===== config.mk =====
export PLATFORM = sky130hd
export DESIGN_NAME = top_level
export DESIGN_NICKNAME = d
export VERILOG_FILES = /design/src/rtl/top_level_pkg.sv /design/src/rtl/top_level_data_mem.sv /design/src/rtl/top_level.sv
export SDC_FILE = /design/constraint.sdc
export NUM_CORES = 1
export LEC_CHECK = 0
export ABC_CLOCK_PERIOD_IN_PS = 1800
export BUFFER_PORTS_ARGS = -buffer_cell sky130_fd_sc_hd__buf_2
export CAP_MARGIN = 20
export CORE_MARGIN = 10
export CORE_UTILIZATION = 40
export CTS_BUF_LIST = sky130_fd_sc_hd__clkbuf_16
export DETAILED_ROUTE_END_ITERATION = 10
export SKIP_LAST_GASP = 1
export SLEW_MARGIN = 20
export SYNTH_ARGS = -nofsm -noshare
export SYNTH_HDL_FRONTEND = slang
export SYNTH_SLANG_ARGS = --single-unit

===== constraint.sdc =====
create_clock -name CLK -period 1.8 [get_ports CLK]
set_input_delay 0.27 -clock CLK [delete_from_list [all_inputs] [get_ports CLK]]
set_output_delay 0.27 -clock CLK [all_outputs]
set_load 0.005 [all_outputs]

===== src/rtl/top_level_pkg.sv =====
// Shared types, address map and SECDED helpers for the Hamming/pattern engine.
package top_level_pkg;

   typedef enum logic [2:0] {
      ST_IDLE,
      ST_ENC,
      ST_DEC,
      ST_PAT_RD,
      ST_PAT_WR,
      ST_FIN
   } state_t;

   typedef enum logic [1:0] {
      TASK_ENC = 2'd1,
      TASK_DEC = 2'd2,
      TASK_PAT = 2'd3
   } task_t;

   localparam logic [7:0] ADDR_ENC_SRC = 8'd0;
   localparam logic [7:0] ADDR_ENC_DST = 8'd30;
   localparam logic [7:0] ADDR_DEC_SRC = 8'd64;
   localparam logic [7:0] ADDR_DEC_DST = 8'd94;
   localparam logic [7:0] ADDR_STR     = 8'd128;
   localparam logic [7:0] ADDR_PAT     = 8'd160;
   localparam logic [7:0] ADDR_CNT_IN  = 8'd192;
   localparam logic [7:0] ADDR_CNT_ANY = 8'd193;
   localparam logic [7:0] ADDR_CNT_ALL = 8'd194;

   // Codeword bit index equals Hamming position; bit 0 carries overall parity p16.
   function automatic logic [15:0] hamming_enc(input logic [11:1] d);
      logic p8, p4, p2, p1, p16;
      p8  = ^d[11:5];
      p4  = ^{d[11:8], d[4:2]};
      p2  = ^{d[11], d[10], d[7], d[6], d[4], d[3], d[1]};
      p1  = ^{d[11], d[9], d[7], d[5], d[4], d[2], d[1]};
      p16 = ^{d, p8, p4, p2, p1};
      return {d[11:5], p8, d[4:2], p4, d[1], p2, p1, p16};
   endfunction

   // Bit 0 contributes index 0, so including it leaves the syndrome unchanged.
   function automatic logic [3:0] syndrome(input logic [15:0] c);
      logic [3:0] s;
      s = '0;
      for (int k = 0; k < 16; k++) begin
         if (c[k]) s = s ^ 4'(k);
      end
      return s;
   endfunction

   // A zero syndrome with odd overall parity points at bit 0, so one flip covers p16 too.
   function automatic logic [15:0] hamming_dec(input logic [15:0] c);
      logic [15:0] cc;
      logic [3:0]  s;
      logic        flag;
      s    = syndrome(c);
      cc   = c;
      flag = 1'b0;
      if (^c) cc[s] = ~cc[s];
      else if (s != 4'd0) flag = 1'b1;
      return {flag, 4'b0000, cc[15:9], cc[7:5], cc[3]};
   endfunction

endpackage


===== src/rtl/top_level_data_mem.sv =====
// 256-byte data memory: combinational read, synchronous write, contents never reset.
module data_mem
   import top_level_pkg::*;
(
   input  logic       CLK,
   input  logic       we,
   input  logic [7:0] addr,
   input  logic [7:0] wdata,
   output logic [7:0] rdata
);

   logic [7:0] core [0:255];

   // Single write port shared with the read address.
   always_ff @(posedge CLK) begin
      if (we) core[addr] <= wdata;
   end

   assign rdata = core[addr];

endmodule


===== src/rtl/top_level.sv =====
// Three-task engine: SECDED encode, SECDED decode/correct, 5-bit pattern count.
//
// state     | meaning
// ----------+--------------------------------------------------------------
// ST_IDLE   | waiting for start
// ST_ENC    | encode 15 words: read lo, read hi, write lo, write hi
// ST_DEC    | decode 15 words, same four-phase access pattern
// ST_PAT_RD | one cycle to fetch pat, then one cycle per string byte
// ST_PAT_WR | write the three counters
// ST_FIN    | done held high; behaves like ST_IDLE
module top_level
   import top_level_pkg::*;
(
   input  logic CLK,
   input  logic reset_n,
   input  logic start,
   output logic done
);

   state_t      state;
   task_t       task_sel;
   task_t       task_next;
   logic [3:0]  words_left;
   logic [1:0]  phase;
   logic [5:0]  rd_left;
   logic [1:0]  wr_left;
   logic [7:0]  lo_byte;
   logic [7:0]  hi_byte;
   logic [4:0]  pat;
   logic [3:0]  prev_lo;
   logic [7:0]  cnt_in;
   logic [7:0]  cnt_any;
   logic [7:0]  cnt_all;

   logic [3:0]  idx;
   logic [7:0]  off;
   logic [4:0]  byte_idx;
   logic [15:0] enc_word;
   logic [15:0] dec_word;
   logic [11:0] win12;
   logic [2:0]  in_hits;
   logic [2:0]  span_hits;
   logic        mem_we;
   logic [7:0]  mem_addr;
   logic [7:0]  mem_wdata;
   logic [7:0]  mem_rdata;

   data_mem data_mem1 (
      .CLK   (CLK),
      .we    (mem_we),
      .addr  (mem_addr),
      .wdata (mem_wdata),
      .rdata (mem_rdata)
   );

   assign idx      = 4'd15 - words_left;
   assign off      = {3'b000, idx, 1'b0};
   assign byte_idx = 5'(6'd32 - rd_left);
   assign enc_word = hamming_enc({hi_byte[2:0], lo_byte});
   assign dec_word = hamming_dec({hi_byte, lo_byte});

   // Rotation order of the tasks.
   always_comb begin
      task_next = TASK_ENC;
      case (task_sel)
         TASK_ENC: task_next = TASK_DEC;
         TASK_DEC: task_next = TASK_PAT;
         default:  task_next = TASK_ENC;
      endcase
   end

   // Window matches for the byte on the read port; spanning windows need a previous byte.
   always_comb begin
      win12     = {prev_lo, mem_rdata};
      in_hits   = '0;
      span_hits = '0;
      for (int j = 0; j < 4; j++) begin
         if (mem_rdata[j +: 5] == pat) in_hits = in_hits + 3'd1;
         if ((win12[j + 4 +: 5] == pat) && (byte_idx != 5'd0)) span_hits = span_hits + 3'd1;
      end
   end

   // Memory port steering from state and counters.
   always_comb begin
      mem_we    = 1'b0;
      mem_addr  = '0;
      mem_wdata = '0;
      case (state)
         ST_ENC, ST_DEC: begin
            case (phase)
               2'd0: mem_addr = ((state == ST_ENC) ? ADDR_ENC_SRC : ADDR_DEC_SRC) + off;
               2'd1: mem_addr = ((state == ST_ENC) ? ADDR_ENC_SRC : ADDR_DEC_SRC) + off + 8'd1;
               2'd2: begin
                  mem_we    = 1'b1;
                  mem_addr  = ((state == ST_ENC) ? ADDR_ENC_DST : ADDR_DEC_DST) + off;
                  mem_wdata = (state == ST_ENC) ? enc_word[7:0] : dec_word[7:0];
               end
               default: begin
                  mem_we    = 1'b1;
                  mem_addr  = ((state == ST_ENC) ? ADDR_ENC_DST : ADDR_DEC_DST) + off + 8'd1;
                  mem_wdata = (state == ST_ENC) ? enc_word[15:8] : dec_word[15:8];
               end
            endcase
         end
         ST_PAT_RD: mem_addr = (rd_left == 6'd33) ? ADDR_PAT : ADDR_STR + 8'(byte_idx);
         ST_PAT_WR: begin
            case (wr_left)
               2'd3: begin mem_we = 1'b1; mem_addr = ADDR_CNT_IN;  mem_wdata = cnt_in;  end
               2'd2: begin mem_we = 1'b1; mem_addr = ADDR_CNT_ANY; mem_wdata = cnt_any; end
               2'd1: begin mem_we = 1'b1; mem_addr = ADDR_CNT_ALL; mem_wdata = cnt_all; end
               default: mem_we = 1'b0;
            endcase
         end
         default: mem_we = 1'b0;
      endcase
   end

   // Sequencer; each loop spends one extra cycle on its empty terminal count before FIN.
   always_ff @(posedge CLK or negedge reset_n) begin
      if (!reset_n) begin
         state      <= ST_IDLE;
         task_sel   <= TASK_ENC;
         done       <= 1'b0;
         words_left <= '0;
         phase      <= '0;
         rd_left    <= '0;
         wr_left    <= '0;
         lo_byte    <= '0;
         hi_byte    <= '0;
         pat        <= '0;
         prev_lo    <= '0;
         cnt_in     <= '0;
         cnt_any    <= '0;
         cnt_all    <= '0;
      end else begin
         case (state)
            ST_IDLE, ST_FIN: begin
               if (start) begin
                  done       <= 1'b0;
                  words_left <= 4'd15;
                  phase      <= 2'd0;
                  rd_left    <= 6'd33;
                  wr_left    <= 2'd3;
                  cnt_in     <= '0;
                  cnt_any    <= '0;
                  cnt_all    <= '0;
                  case (task_sel)
                     TASK_ENC: state <= ST_ENC;
                     TASK_DEC: state <= ST_DEC;
                     default:  state <= ST_PAT_RD;
                  endcase
               end
            end
            ST_ENC, ST_DEC: begin
               case (phase)
                  2'd0: begin
                     if (words_left == 4'd0) begin
                        state    <= ST_FIN;
                        done     <= 1'b1;
                        task_sel <= task_next;
                     end else begin
                        lo_byte <= mem_rdata;
                        phase   <= 2'd1;
                     end
                  end
                  2'd1: begin
                     hi_byte <= mem_rdata;
                     phase   <= 2'd2;
                  end
                  2'd2: phase <= 2'd3;
                  default: begin
                     phase      <= 2'd0;
                     words_left <= words_left - 4'd1;
                  end
               endcase
            end
            ST_PAT_RD: begin
               if (rd_left == 6'd33) begin
                  pat <= mem_rdata[4:0];
               end else begin
                  cnt_in  <= cnt_in + 8'(in_hits);
                  cnt_all <= cnt_all + 8'(in_hits) + 8'(span_hits);
                  if (in_hits != 3'd0) cnt_any <= cnt_any + 8'd1;
                  prev_lo <= mem_rdata[3:0];
               end
               rd_left <= rd_left - 6'd1;
               if (rd_left == 6'd1) state <= ST_PAT_WR;
            end
            ST_PAT_WR: begin
               if (wr_left == 2'd0) begin
                  state    <= ST_FIN;
                  done     <= 1'b1;
                  task_sel <= task_next;
               end else begin
                  wr_left <= wr_left - 2'd1;
               end
            end
            default: state <= ST_IDLE;
         endcase
      end
   end

endmodule


==> results.tsv, run 1 <==
stage	metric	value	unit
placed_design	Placer Congestion	0.799	
cells_and_area	Area Overhead vs Synth	14.3	%
setup_path	Worst Setup End Kind	flop	
setup_path	Top delay family on crit path	simple AND/OR/NAND/NOR gates	
logic_synthesis	Synth Warn #	0	
hold_path	Worst Hold End	state[2]$_DFFE_PN0P_	
floorplanning	Die X-Extent	77.1	um
clock_tree	CTS tree	built	
timing	Final period util	94.7	%
cells_and_area	register area	502	um2
placed_design	Inst Count DP	177	
cells_and_area	Final #Nets	152	
global_route	initial antenna violation count	0	
run_status	run status	completed	
hold_path	HP Class	input port to flop	
setup_path	WS Path Type	flop to flop	
placed_design	I/O Buffers	3	
global_route	Total GRT Usage	8.91	%
logic_synthesis	Gate Count Post-Synth	129	
logic_synthesis	Main synth FF type	dfrtp_1	
pwr	combinational share of power	38.0	%
placed_design	post-DP HPWL	1890	um
setup_path	CP cell instances	inv_1, ha_2, nand4bb_4, or3_4, o211ai_2, mux2i_1	
setup_path	Critical Path RT	1.98	ns
timing	Slew Limit Fails	0	
setup_path	slowest stage delay, CP	0.42	ns
logic_synthesis	Syn Area/Cell	10.1	um2
placed_design	Area after DPL	1380	um2
clock_tree	CTS Sinks	20	
cells_and_area	multi-input logic area	734	um2
clock_tree	H-tree levels	1	
logic_synthesis	Synth Area in Simple Gates	20.5	%
global_route	first-pass GRT wire length	4400	um
pwr	internal power	1270	uW
setup_path	critical path peak fanout	7	
floorplanning	I/O pin count	4	
pwr	Max VDD drop	0.742	mV
logic_synthesis	Post-Syn Area	1300	um2
placed_design	dpl ws	0.0588	ns
floorplanning	DIE HEIGHT	77.1	um
timing	setup violators final	0	
routing	vias	967	
pwr	Cell Pwr Density	1330	nW/um2
logic_synthesis	Synth Area in Adders	8.65	%
global_route	Congestion Overflow GR	0	
logic_synthesis	XOR/XNOR Fraction of Synth Area	1.34	%
timing	Final Hold Vio Count	0	
logic_synthesis	Yosys reg bits	20	
timing	Worst slew margin	67.0	%
routing	drt pass-1 iters	4	
cells_and_area	final-layout fill cell count	293	
floorplanning	CORE AREA	3080	um2
logic_synthesis	Syn Nets	141	
clock_tree	CTS buffer count	3	
global_route	vias in the first global route	961	
setup_path	Critical R2R Launch	phase[0]$_DFFE_PN0P_	
pwr	switching part of the total	35.9	%
cells_and_area	share of cells above drive strength 1	20.9	%
routing	via density per instance	5.28	
clock_tree	Root Buffer	clkbuf_16	
timing	Fmax	586	MHz
global_route	largest net degree at the start of global routing	21	
timing	Worst Skew	0.00200	ns
timing	unrepaired setup endpoints after global routing	true	
routing	WL final	2470	um
logic_synthesis	largest family of logic cells by synthesized area	simple AND/OR/NAND/NOR gates	
pwr	switching pwr	709	uW
logic_synthesis	number of flops mapped to enable cells by yosys	0	
pwr	Power Total	1970	uW
pwr	Clock power frac	23.2	%
setup_path	Slowest-stage cell, CP	or3_4	
setup_path	Startpoint Class	flop	
setup_path	FF-to-FF path depth	6	
timing	slack of the critical path	0.0948	ns
setup_path	critical path arrival	1.89	ns
clock_tree	Clock Pin Slew Worst Setup and Hold Paths	0.06	ns
clock_tree	worst skew pair latency	0.25	ns
timing	minimum clock period	1.71	ns
setup_path	Reg-to-Reg End	task_sel[0]$_DFFE_PN1P_	
logic_synthesis	register area share after synthesis	38.5	%
clock_tree	Max Buffers Root-to-Sink	2	
hold_path	hold_sp	start	
timing	Worst Tran Pin Value	0.495	ns
logic_synthesis	post-synthesis mux area share	5.48	%
setup_path	WP buf/inv	1	
logic_synthesis	post-synthesis compound-gate area fraction	19.3	%
cells_and_area	n_diodes	0	
run	Max-cap violations	0	
setup_path	flop2flop setup slack	0.09	ns
pwr	Seq pwr share	38.7	%
routing	DR WL/cell	13.5	um
floorplanning	Initial Util	42.3	%
cells_and_area	final instance count without filler cells	183	
cells_and_area	design area	1490	um2
routing	DRC Markers	0	
floorplanning	die area	5940	um2
cells_and_area	commonest non-fill, non-tap cell in the layout	dfrtp_1	
routing	DRC marker count from the first detailed-route iteration	91	
pwr	Leak	0.000667	uW
hold_path	WHS Path Cells	4	
logic_synthesis	ys async rst share	100	%
floorplanning	Row Count	20	
routing	Detail Route Antenna Nets	0	
logic_synthesis	post-synth cell types	43	
cells_and_area	most frequent cells in the layout	19 x dfrtp_1, 13 x inv_1, 9 x a21oi_1	
## synthesized netlist by cell type, drive strengths merged (2+ instances only)
cell type / n / area, um2
mux2i: 6 / 60.1
nand2b: 4 / 25.0
o211ai: 3 / 32.5
nand3: 5 / 25.0
ha: 9 / 113
nand4bb: 2 / 38.8
a31oi: 2 / 12.5
a21oi: 9 / 45.0
and3: 3 / 18.8
buf: 4 / 32.5
o21ai: 6 / 30.0
or3: 2 / 12.5
inv: 13 / 48.8
dfrtp: 19 / 475
nor2: 7 / 26.3
xor2: 2 / 17.5
nor3: 6 / 35.0
nand2: 7 / 26.3
## sequential cells by signal, summed over array words and instances (netlist names)
signal and cells:
done 1, phase 2, rd_left 6, state 3
task_sel 2, words_left 4, wr_left 2
## worst register-to-register path, stage by stage (launching register included)
cell and delay (ns):
dfrtp_1 0.39, inv_1 0.11, ha_2 0.22, nand4bb_4 0.16, or3_4 0.42, o211ai_2 0.11
mux2i_1 0.22
## worst max path at each step
stage	slack, ns	from	endpoint	cells after the start
3_5_place_dp	0.06	phase[0]$_DFFE_PN0P_	task_sel[1]$_DFFE_PN0P_	6
6_report	0.09	phase[0]$_DFFE_PN0P_	task_sel[0]$_DFFE_PN1P_	6
5_1_grt	-0.03	phase[0]$_DFFE_PN0P_	task_sel[0]$_DFFE_PN1P_	6
3_3_place_gp	0.14	phase[0]$_DFFE_PN0P_	task_sel[0]$_DFFE_PN1P_	6
4_1_cts	0.03	phase[0]$_DFFE_PN0P_	task_sel[0]$_DFFE_PN1P_	6
2_1_floorplan	0.20	phase[0]$_DFFE_PN0P_	task_sel[0]$_DFFE_PN1P_	6
## power by group through the flow
stage                     combinational, uW  sequential, uW  clock, uW
final                                   751             765        459
after global routing                    863             794        491
after CTS                               752             762        476
after detailed placement                747             767          0
after global placement                  712             758          0
after floorplan                         607             729          0
## metrics by stage
step	utilization (%)	TNS (ns)	hold slack, ns
2_1_floorplan	-	0	-0.0256
6_report	48.4	0	0.444
5_1_grt	48.4	-0.0376	0.478
3_3_place_gp	44.8	0	0.247
4_1_cts	47.6	0	0.443
3_5_place_dp	44.8	0	0.251
## layout make-up
class	count	share of cell area (%)
Clock buffer	3	5.04
Inverter	13	3.28
Sequential cell	20	33.7
Tap cell	44	3.70
Timing Repair Buffer	10	4.71
Multi-Input combinational cell	92	49.3
Clock inverter	1	0.252
## metal layers
metal	part of all wire, %	track usage [%]
met5	0	0
met4	0.69	2.19
met3	3.8	3.38
met2	49	14.7
met1	47	10.7
## kinds of logic (layout without fill, tap and decap cells)
| kind of cell | after synthesis | after routing |
|---|---|---|
| multiplexers | 7 | 7 |
| XOR/XNOR | 2 | 2 |
| flip-flops | 20 | 20 |
| AND/OR/NAND/NOR | 42 | 42 |
| adder cells (fa/ha/maj) | 9 | 9 |
| buffers and inverters | 17 | 27 |
| AO/OA/AOI/OAI | 32 | 32 |
## what timing repair did
| action | 4_1_cts | 5_1_grt |
|---|---|---|
| endpoints found under the setup margin | 0 | 3 |
| endpoints found under the hold margin | 19 | 0 |
| resized for setup | 0 | 5 |
| hold buffers | 1 | 0 |
| buffers inserted | 0 | 1 |
Note: power is estimated with default switching activity, not from simulation.
==> run 2: changes to the inputs <==
--- a/config.mk
+++ b/config.mk
@@ -12,6 +12,7 @@
 export CORE_UTILIZATION = 40
 export CTS_BUF_LIST = sky130_fd_sc_hd__clkbuf_16
 export DETAILED_ROUTE_END_ITERATION = 10
+export PLACE_DENSITY_LB_ADDON = 0.08
 export SKIP_LAST_GASP = 1
 export SLEW_MARGIN = 20
 export SYNTH_ARGS = -nofsm -noshare
==> run 2 against run 1 <==
Compared with the run above: largest power group unchanged; highest routed layer unchanged; non-clock buffer count fell by 1; critical path depth did not move; largest cell class unchanged; critical path type unchanged; clock skew rose by 0.0017 ns; cell count fell by 0.55%.
==> results.tsv, run 2 (synthesis gave the netlist of run 1 again) <==
stage	metric	value	unit	change
routing	WL final	2460	um	-0.28%
floorplanning	CORE AREA	3080	um2	unchanged
setup_path	Startpoint Class	flop		
cells_and_area	Area Overhead vs Synth	14.6	%	
cells_and_area	design area	1490	um2	+0.25%
floorplanning	I/O pin count	4		unchanged
pwr	Cell Pwr Density	1410	nW/um2	+6.1%
global_route	Total GRT Usage	9.24	%	+0.33 points
cells_and_area	Largest regs	rd_left: 6 flops, words_left: 4 flops, state: 3 flops		
cells_and_area	n_diodes	0		unchanged
placed_design	I/O Buffers	3		unchanged
routing	Detail Route Antenna Nets	0		unchanged
routing	via density per instance	5.11		-3.3%
routing	highest routed layer	met4		
timing	Sum Neg Setup Slack	0	ns	unchanged
routing	metal3 WL	42	um	-56%
floorplanning	Initial Util	42.3	%	unchanged
setup_path	Critical Path RT	1.98	ns	about the same
setup_path	CP cell instances	inv_1, ha_1, nand4bb_4, or3_1, o211ai_2, mux2i_1		
cells_and_area	final-layout fill cell count	292		-0.34%
cells_and_area	multi-input logic area	719	um2	-2.0%
timing	setup violators final	0		unchanged
cells_and_area	commonest non-fill, non-tap cell in the layout	dfrtp_1		
pwr	Leak	0.000673	uW	+0.98%
floorplanning	Row Count	20		unchanged
floorplanning	DIE HEIGHT	77.1	um	unchanged
routing	vias	930		-3.8%
timing	Worst Tran Pin Value	0.465	ns	-0.0300 ns
clock_tree	Resize count post-CTS	0		unchanged
setup_path	WP buf/inv	1		unchanged
global_route	Congestion Overflow GR	0		unchanged
routing	met2 routed WL	1090	um	-9.4%
placed_design	post-DP HPWL	1890	um	-0.11%
timing	Worst slew margin	69.0	%	+2.0 points
cells_and_area	max FFs per register	6		unchanged
timing	Worst Skew	0.00372	ns	+0.00172 ns
setup_path	Slowest-stage cell, CP	or3_1		
clock_tree	H-tree levels	1		unchanged
cells_and_area	Largest Register	rd_left		
placed_design	Area after DPL	1380	um2	unchanged
timing	Fmax	589	MHz	+0.41%
timing	Slew Limit Fails	0		unchanged
routing	DR WL/cell	13.5	um	+0.26%
global_route	first-pass GRT wire length	4620	um	+5.0%
setup_path	Worst Setup End Kind	flop		
placed_design	Inst Count DP	177		unchanged
floorplanning	die area	5940	um2	unchanged
clock_tree	CTS buffer count	3		unchanged
timing	Final Hold Vio Count	0		unchanged
global_route	vias in the first global route	976		+1.6%
routing	DRC marker count from the first detailed-route iteration	64		-30%
placed_design	Placer Congestion	0.786		-1.6%
global_route	initial antenna violation count	0		unchanged
setup_path	critical path arrival	1.88	ns	about the same
clock_tree	Root Buffer	clkbuf_16		
run	Max-cap violations	0		unchanged
global_route	largest net degree at the start of global routing	21		unchanged
clock_tree	worst skew pair latency	0.26	ns	about the same
cells_and_area	Final #Nets	151		-0.66%
setup_path	Top delay family on crit path	simple AND/OR/NAND/NOR gates		
cells_and_area	register area	502	um2	unchanged
clock_tree	postcts setup bufs	0		unchanged
routing	DRC Markers	0		unchanged
routing	drt pass-1 iters	4		unchanged
clock_tree	Clock Pin Slew Worst Setup and Hold Paths	0.06	ns	about the same
pwr	Max VDD drop	0.851	mV	+15%
clock_tree	CTS tree	built		
setup_path	slowest stage delay, CP	0.42	ns	about the same
clock_tree	CTS Sinks	20		unchanged
pwr	Power Total	2100	uW	+6.3%
cells_and_area	share of cells above drive strength 1	18.1	%	-2.7 points
clock_tree	Max Buffers Root-to-Sink	2		unchanged
cells_and_area	Util after Layout	48.5	%	+0.12 points
floorplanning	Die X-Extent	77.1	um	unchanged
hold_path	HP Class	input port to flop		
cells_and_area	final instance count without filler cells	182		-0.55%
run_status	run status	completed		
timing	minimum clock period	1.70	ns	-0.00698 ns
timing	Final period util	94.3	%	-0.39 points
setup_path	WS Path Type	flop to flop		
routing	WL met1	1290	um	+12%
setup_path	critical path peak fanout	4		-3
timing	unrepaired setup endpoints after global routing	false		
cells_and_area	most frequent cells in the layout	19 x dfrtp_1, 13 x inv_1, 9 x a21oi_1, 9 x ha_1		
run 2: changes by cell type in the layout (fill, tap and decap cells not counted):
| cell | delta |
|---|---|
| or3_4 | -2 |
| ha_2 | -2 |
| buf_4 | -1 |
| bufinv_16 | +1 |
| ha_1 | +2 |
| clkinv_1 | -1 |
| a21boi_1 | -1 |
| a21boi_0 | +1 |
| or3_1 | +2 |
run 2: metal layers:
metal | GRT usage (%) | vias to the layer above
li1 | - | 481
met1 | 12.5 | 439
met2 | 14.0 | 6
met3 | 1.75 | 4
met4 | 3.83 | 0
met5 | 0 | -
run 2: area by class of cell:
class / instances / area share, %
multi-input cells: 92 / 48.2
flip-flops and latches: 20 / 33.6
clock buffers: 3 / 5.03
repair buffers: 9 / 4.19
well taps: 44 / 3.69
inverters: 13 / 3.27
clock inverters: 1 / 2.01
run 2: stage by stage:
step,worst slack (ns),hold WS [ns]
after floorplan,0.199,-0.0256
after global placement,0.184,0.252
after detailed placement,0.110,0.257
after CTS,0.0864,0.432
after global routing,0.00613,0.467
final,0.102,0.427
run 2: worst register-to-register path: cells and delay by family, from the launching register on:
family / cells / cell delay, ns
flip-flops: 1 / 0.38
multiplexers: 1 / 0.24
AND/OR/NAND/NOR: 2 / 0.55
AO/OA/AOI/OAI: 1 / 0.14
adder cells (fa/ha/maj): 1 / 0.23
buffers and inverters: 1 / 0.10
run 2: path summary, 6_finish.rpt:
kind,end,slack [ns],from,depth (start not counted)
max,task_sel[0]$_DFFE_PN1P_,0.10,phase[0]$_DFFE_PN0P_,6
min,state[2]$_DFFE_PN0P_,0.43,start,4
max reg2reg,task_sel[0]$_DFFE_PN1P_,0.10,phase[0]$_DFFE_PN0P_,6
min reg2reg,wr_left[0]$_DFFE_PN0P_,0.47,wr_left[0]$_DFFE_PN0P_,1
max in group asynchronous,task_sel[0]$_DFFE_PN1P_,0.95,reset_n,2
min in group asynchronous,state[0]$_DFFE_PN0P_,0.50,reset_n,2
run 2: timing repair:
item / 4_1_cts / 5_1_grt
endpoints found under the setup margin: 0 / 0
hold endpoints to repair: 19 / 0
hold buffers: 1 / 0
run 2: power by group:
part	total, uW	switching, uW	internal (uW)
registers	755	139	616
logic	723	384	339
clock network	622	180	442
==> run 3: changes to the inputs <==
--- a/config.mk
+++ b/config.mk
@@ -5,7 +5,7 @@
 export SDC_FILE = /design/constraint.sdc
 export NUM_CORES = 1
 export LEC_CHECK = 0
-export ABC_CLOCK_PERIOD_IN_PS = 1800
+export ABC_CLOCK_PERIOD_IN_PS = 2000
 export BUFFER_PORTS_ARGS = -buffer_cell sky130_fd_sc_hd__buf_2
 export CAP_MARGIN = 20
 export CORE_MARGIN = 10
@@ -14,7 +14,6 @@
 export DETAILED_ROUTE_END_ITERATION = 10
 export PLACE_DENSITY_LB_ADDON = 0.08
 export SKIP_LAST_GASP = 1
-export SLEW_MARGIN = 20
 export SYNTH_ARGS = -nofsm -noshare
 export SYNTH_HDL_FRONTEND = slang
 export SYNTH_SLANG_ARGS = --single-unit
==> constraint.sdc (replaced) <==
create_clock -name CLK -period 2 [get_ports CLK]
set_input_delay 0.3 -clock CLK [delete_from_list [all_inputs] [get_ports CLK]]
set_output_delay 0.3 -clock CLK [all_outputs]
set_load 0.005 [all_outputs]
==> run 3 against run 2 <==
Compared with the run above: the run now ends with negative hold slack left; sequential power fell by 9.1%; worst hold slack got worse by 0.44 ns; worst setup slack improved by 0.16 ns; register-to-register slack improved by 0.16 ns.
==> results.tsv, run 3 (synthesis gave the netlist of run 1 again) <==
stage	metric	value	unit	change
cells_and_area	commonest non-fill, non-tap cell in the layout	dfrtp_1		
placed_design	Placer Congestion	0.785		-0.13%
routing	WL met1	1210	um	-6.4%
pwr	Clock power frac	23.7	%	-5.9 points
routing	highest routed layer	met4		
routing	met2 routed WL	1110	um	+1.8%
clock_tree	postcts setup bufs	0		unchanged
clock_tree	H-tree levels	1		unchanged
placed_design	I/O Buffers	3		unchanged
run_status	failing checks	negative hold slack		
pwr	internal power	1120	uW	-20%
clock_tree	Root Buffer	clkbuf_16		
hold_path	HP Class	input port to async pin		
setup_path	Reg-to-Reg End	task_sel[0]$_DFFE_PN1P_		
setup_path	Critical R2R Launch	phase[0]$_DFFE_PN0P_		
cells_and_area	Final #Nets	147		-2.6%
timing	Worst slew margin	68.4	%	-0.58 points
timing	Slew Limit Fails	0		unchanged
pwr	switching pwr	627	uW	-11%
setup_path	CP Launch Point	phase[0]$_DFFE_PN0P_		
global_route	first-pass GRT wire length	4260	um	-7.6%
setup_path	critical path peak fanout	7		+3
routing	drt pass-1 iters	4		unchanged
setup_path	Top delay family on crit path	simple AND/OR/NAND/NOR gates		
clock_tree	Max Buffers Root-to-Sink	2		unchanged
setup_path	Startpoint Class	flop		
clock_tree	hold-fix buffer count after cts	0		-1
global_route	initial antenna violation count	0		unchanged
timing	Final period util	87.1	%	-7.3 points
run	Max-cap violations	0		unchanged
setup_path	Critical Path RT	2.18	ns	+0.20 ns
routing	DRC Markers	0		unchanged
timing	Sum Neg Setup Slack	0	ns	unchanged
cells_and_area	n_diodes	0		unchanged
global_route	Congestion Overflow GR	0		unchanged
global_route	Total GRT Usage	8.71	%	-0.53 points
clock_tree	CTS tree	built		
clock_tree	CTS buffer count	3		unchanged
placed_design	post-DP HPWL	1870	um	-0.70%
pwr	Max VDD drop	0.563	mV	-34%
floorplanning	Die X-Extent	77.1	um	unchanged
setup_path	Worst Setup End Kind	flop		
setup_path	Critical Path End	task_sel[0]$_DFFE_PN1P_		
pwr	Cell Pwr Density	1220	nW/um2	-13%
cells_and_area	Largest Register	rd_left		
pwr	combinational share of power	37.1	%	+2.7 points
routing	DRC marker count from the first detailed-route iteration	40		-38%
routing	vias	925		-0.54%
run_status	run status	finished with violations		
setup_path	critical path arrival	1.92	ns	+0.04 ns
global_route	largest net degree at the start of global routing	21		unchanged
floorplanning	DIE HEIGHT	77.1	um	unchanged
setup_path	FF-to-FF path depth	6		unchanged
timing	Worst Skew	0.00495	ns	+0.00122 ns
timing	setup violators final	0		unchanged
setup_path	WS Path Type	flop to flop		
setup_path	flop2flop setup slack	0.26	ns	+0.16 ns
floorplanning	CORE AREA	3080	um2	unchanged
clock_tree	Clock Pin Slew Worst Setup and Hold Paths	0.06	ns	about the same
timing	minimum clock period	1.74	ns	+0.0435 ns
floorplanning	Row Count	20		unchanged
cells_and_area	Area Overhead vs Synth	10.1	%	
routing	metal3 WL	72	um	+71%
setup_path	CP cell instances	inv_1, ha_1, nand4bb_4, or3_1, o211ai_2, mux2i_1		
timing	final hold slack	-0.0107	ns	-0.438 ns
timing	unrepaired setup endpoints after global routing	false		
clock_tree	CTS Sinks	20		unchanged
floorplanning	Initial Util	42.3	%	unchanged
clock_tree	worst skew pair latency	0.25	ns	about the same
placed_design	Area after DPL	1360	um2	-1.6%
timing	Fmax	574	MHz	-2.5%
timing	Final Hold Vio Count	15		+15
floorplanning	I/O pin count	4		unchanged
global_route	vias in the first global route	909		-6.9%
cells_and_area	share of cells above drive strength 1	15.7	%	-2.4 points
setup_path	cell count along the critical path	6		unchanged
routing	WL final	2430	um	-1.2%
routing	DR WL/cell	13.7	um	+1.0%
routing	via density per instance	5.20		+1.7%
pwr	switching part of the total	35.9	%	+2.4 points
cells_and_area	max FFs per register	6		unchanged
clock_tree	Resize count post-CTS	0		unchanged
pwr	Leak	0.000644	uW	-4.3%
setup_path	WP buf/inv	1		unchanged
routing	Detail Route Antenna Nets	0		unchanged
cells_and_area	most frequent cells in the layout	19 x dfrtp_1, 13 x inv_1, 9 x a21oi_1, 9 x ha_1		
cells_and_area	design area	1430	um2	-3.9%
setup_path	Slowest-stage cell, CP	or3_1		
timing	Worst Tran Pin Value	0.474	ns	+0.00871 ns
cells_and_area	Largest regs	rd_left: 6 flops, words_left: 4 flops, state: 3 flops		
setup_path	slowest stage delay, CP	0.44	ns	+0.02 ns
floorplanning	die area	5940	um2	unchanged
pwr	Seq pwr share	39.2	%	+3.2 points
==> run 3: power by group through the flow <==
stage | Sequential, uW | Clock, uW | Combinational, uW
2_1_floorplan | 656 | 0 | 546
3_3_place_gp | 687 | 0 | 641
3_5_place_dp | 692 | 0 | 657
4_1_cts | 686 | 432 | 659
5_1_grt | 711 | 448 | 741
6_report | 686 | 414 | 649
==> run 3: worst min-delay path by stage <==
stage	start	end	slack [ns]
CTS	reset_n	task_sel[1]$_DFFE_PN0P_	0.005
detailed placement	reset_n	task_sel[1]$_DFFE_PN0P_	0.28
global placement	reset_n	task_sel[1]$_DFFE_PN0P_	0.28
global route	reset_n	task_sel[1]$_DFFE_PN0P_	0.02
finish	reset_n	state[0]$_DFFE_PN0P_	-0.01
floorplan	reset_n	done$_DFFE_PN0P_	0.004
==> run 3: cell type report <==
cell class	instances	area, um2
clock inverters	1	3.75
fillers	286	1640
well taps	44	55.1
repair buffers	5	30.0
flip-flops and latches	20	502
inverters	13	48.8
multi-input cells	92	719
clock buffers	3	75.1
==> run 3: per-layer routing <==
layer / vias up / GRT usage (%)
li1: 474 / -
met1: 441 / 11.1
met2: 6 / 13.2
met3: 4 / 2.56
met4: 0 / 3.83
met5: - / 0
==> run 3: through the flow <==
stage	utilization, %	std cells	power, uW	setup WS (ns)
floorplan	-	129	1200	0.399
CTS	46.6	178	1780	0.252
global placement	44.0	174	1330	0.329
detailed placement	44.0	174	1350	0.268
finish	46.6	178	1750	0.258
global route	46.6	178	1900	0.133
==> run 3: worst reg2reg max path: stages, from the launching register on <==
cell and delay, ns:
dfrtp_1 0.38, inv_1 0.10, ha_1 0.22, nand4bb_4 0.17
or3_1 0.44, o211ai_2 0.13, mux2i_1 0.23
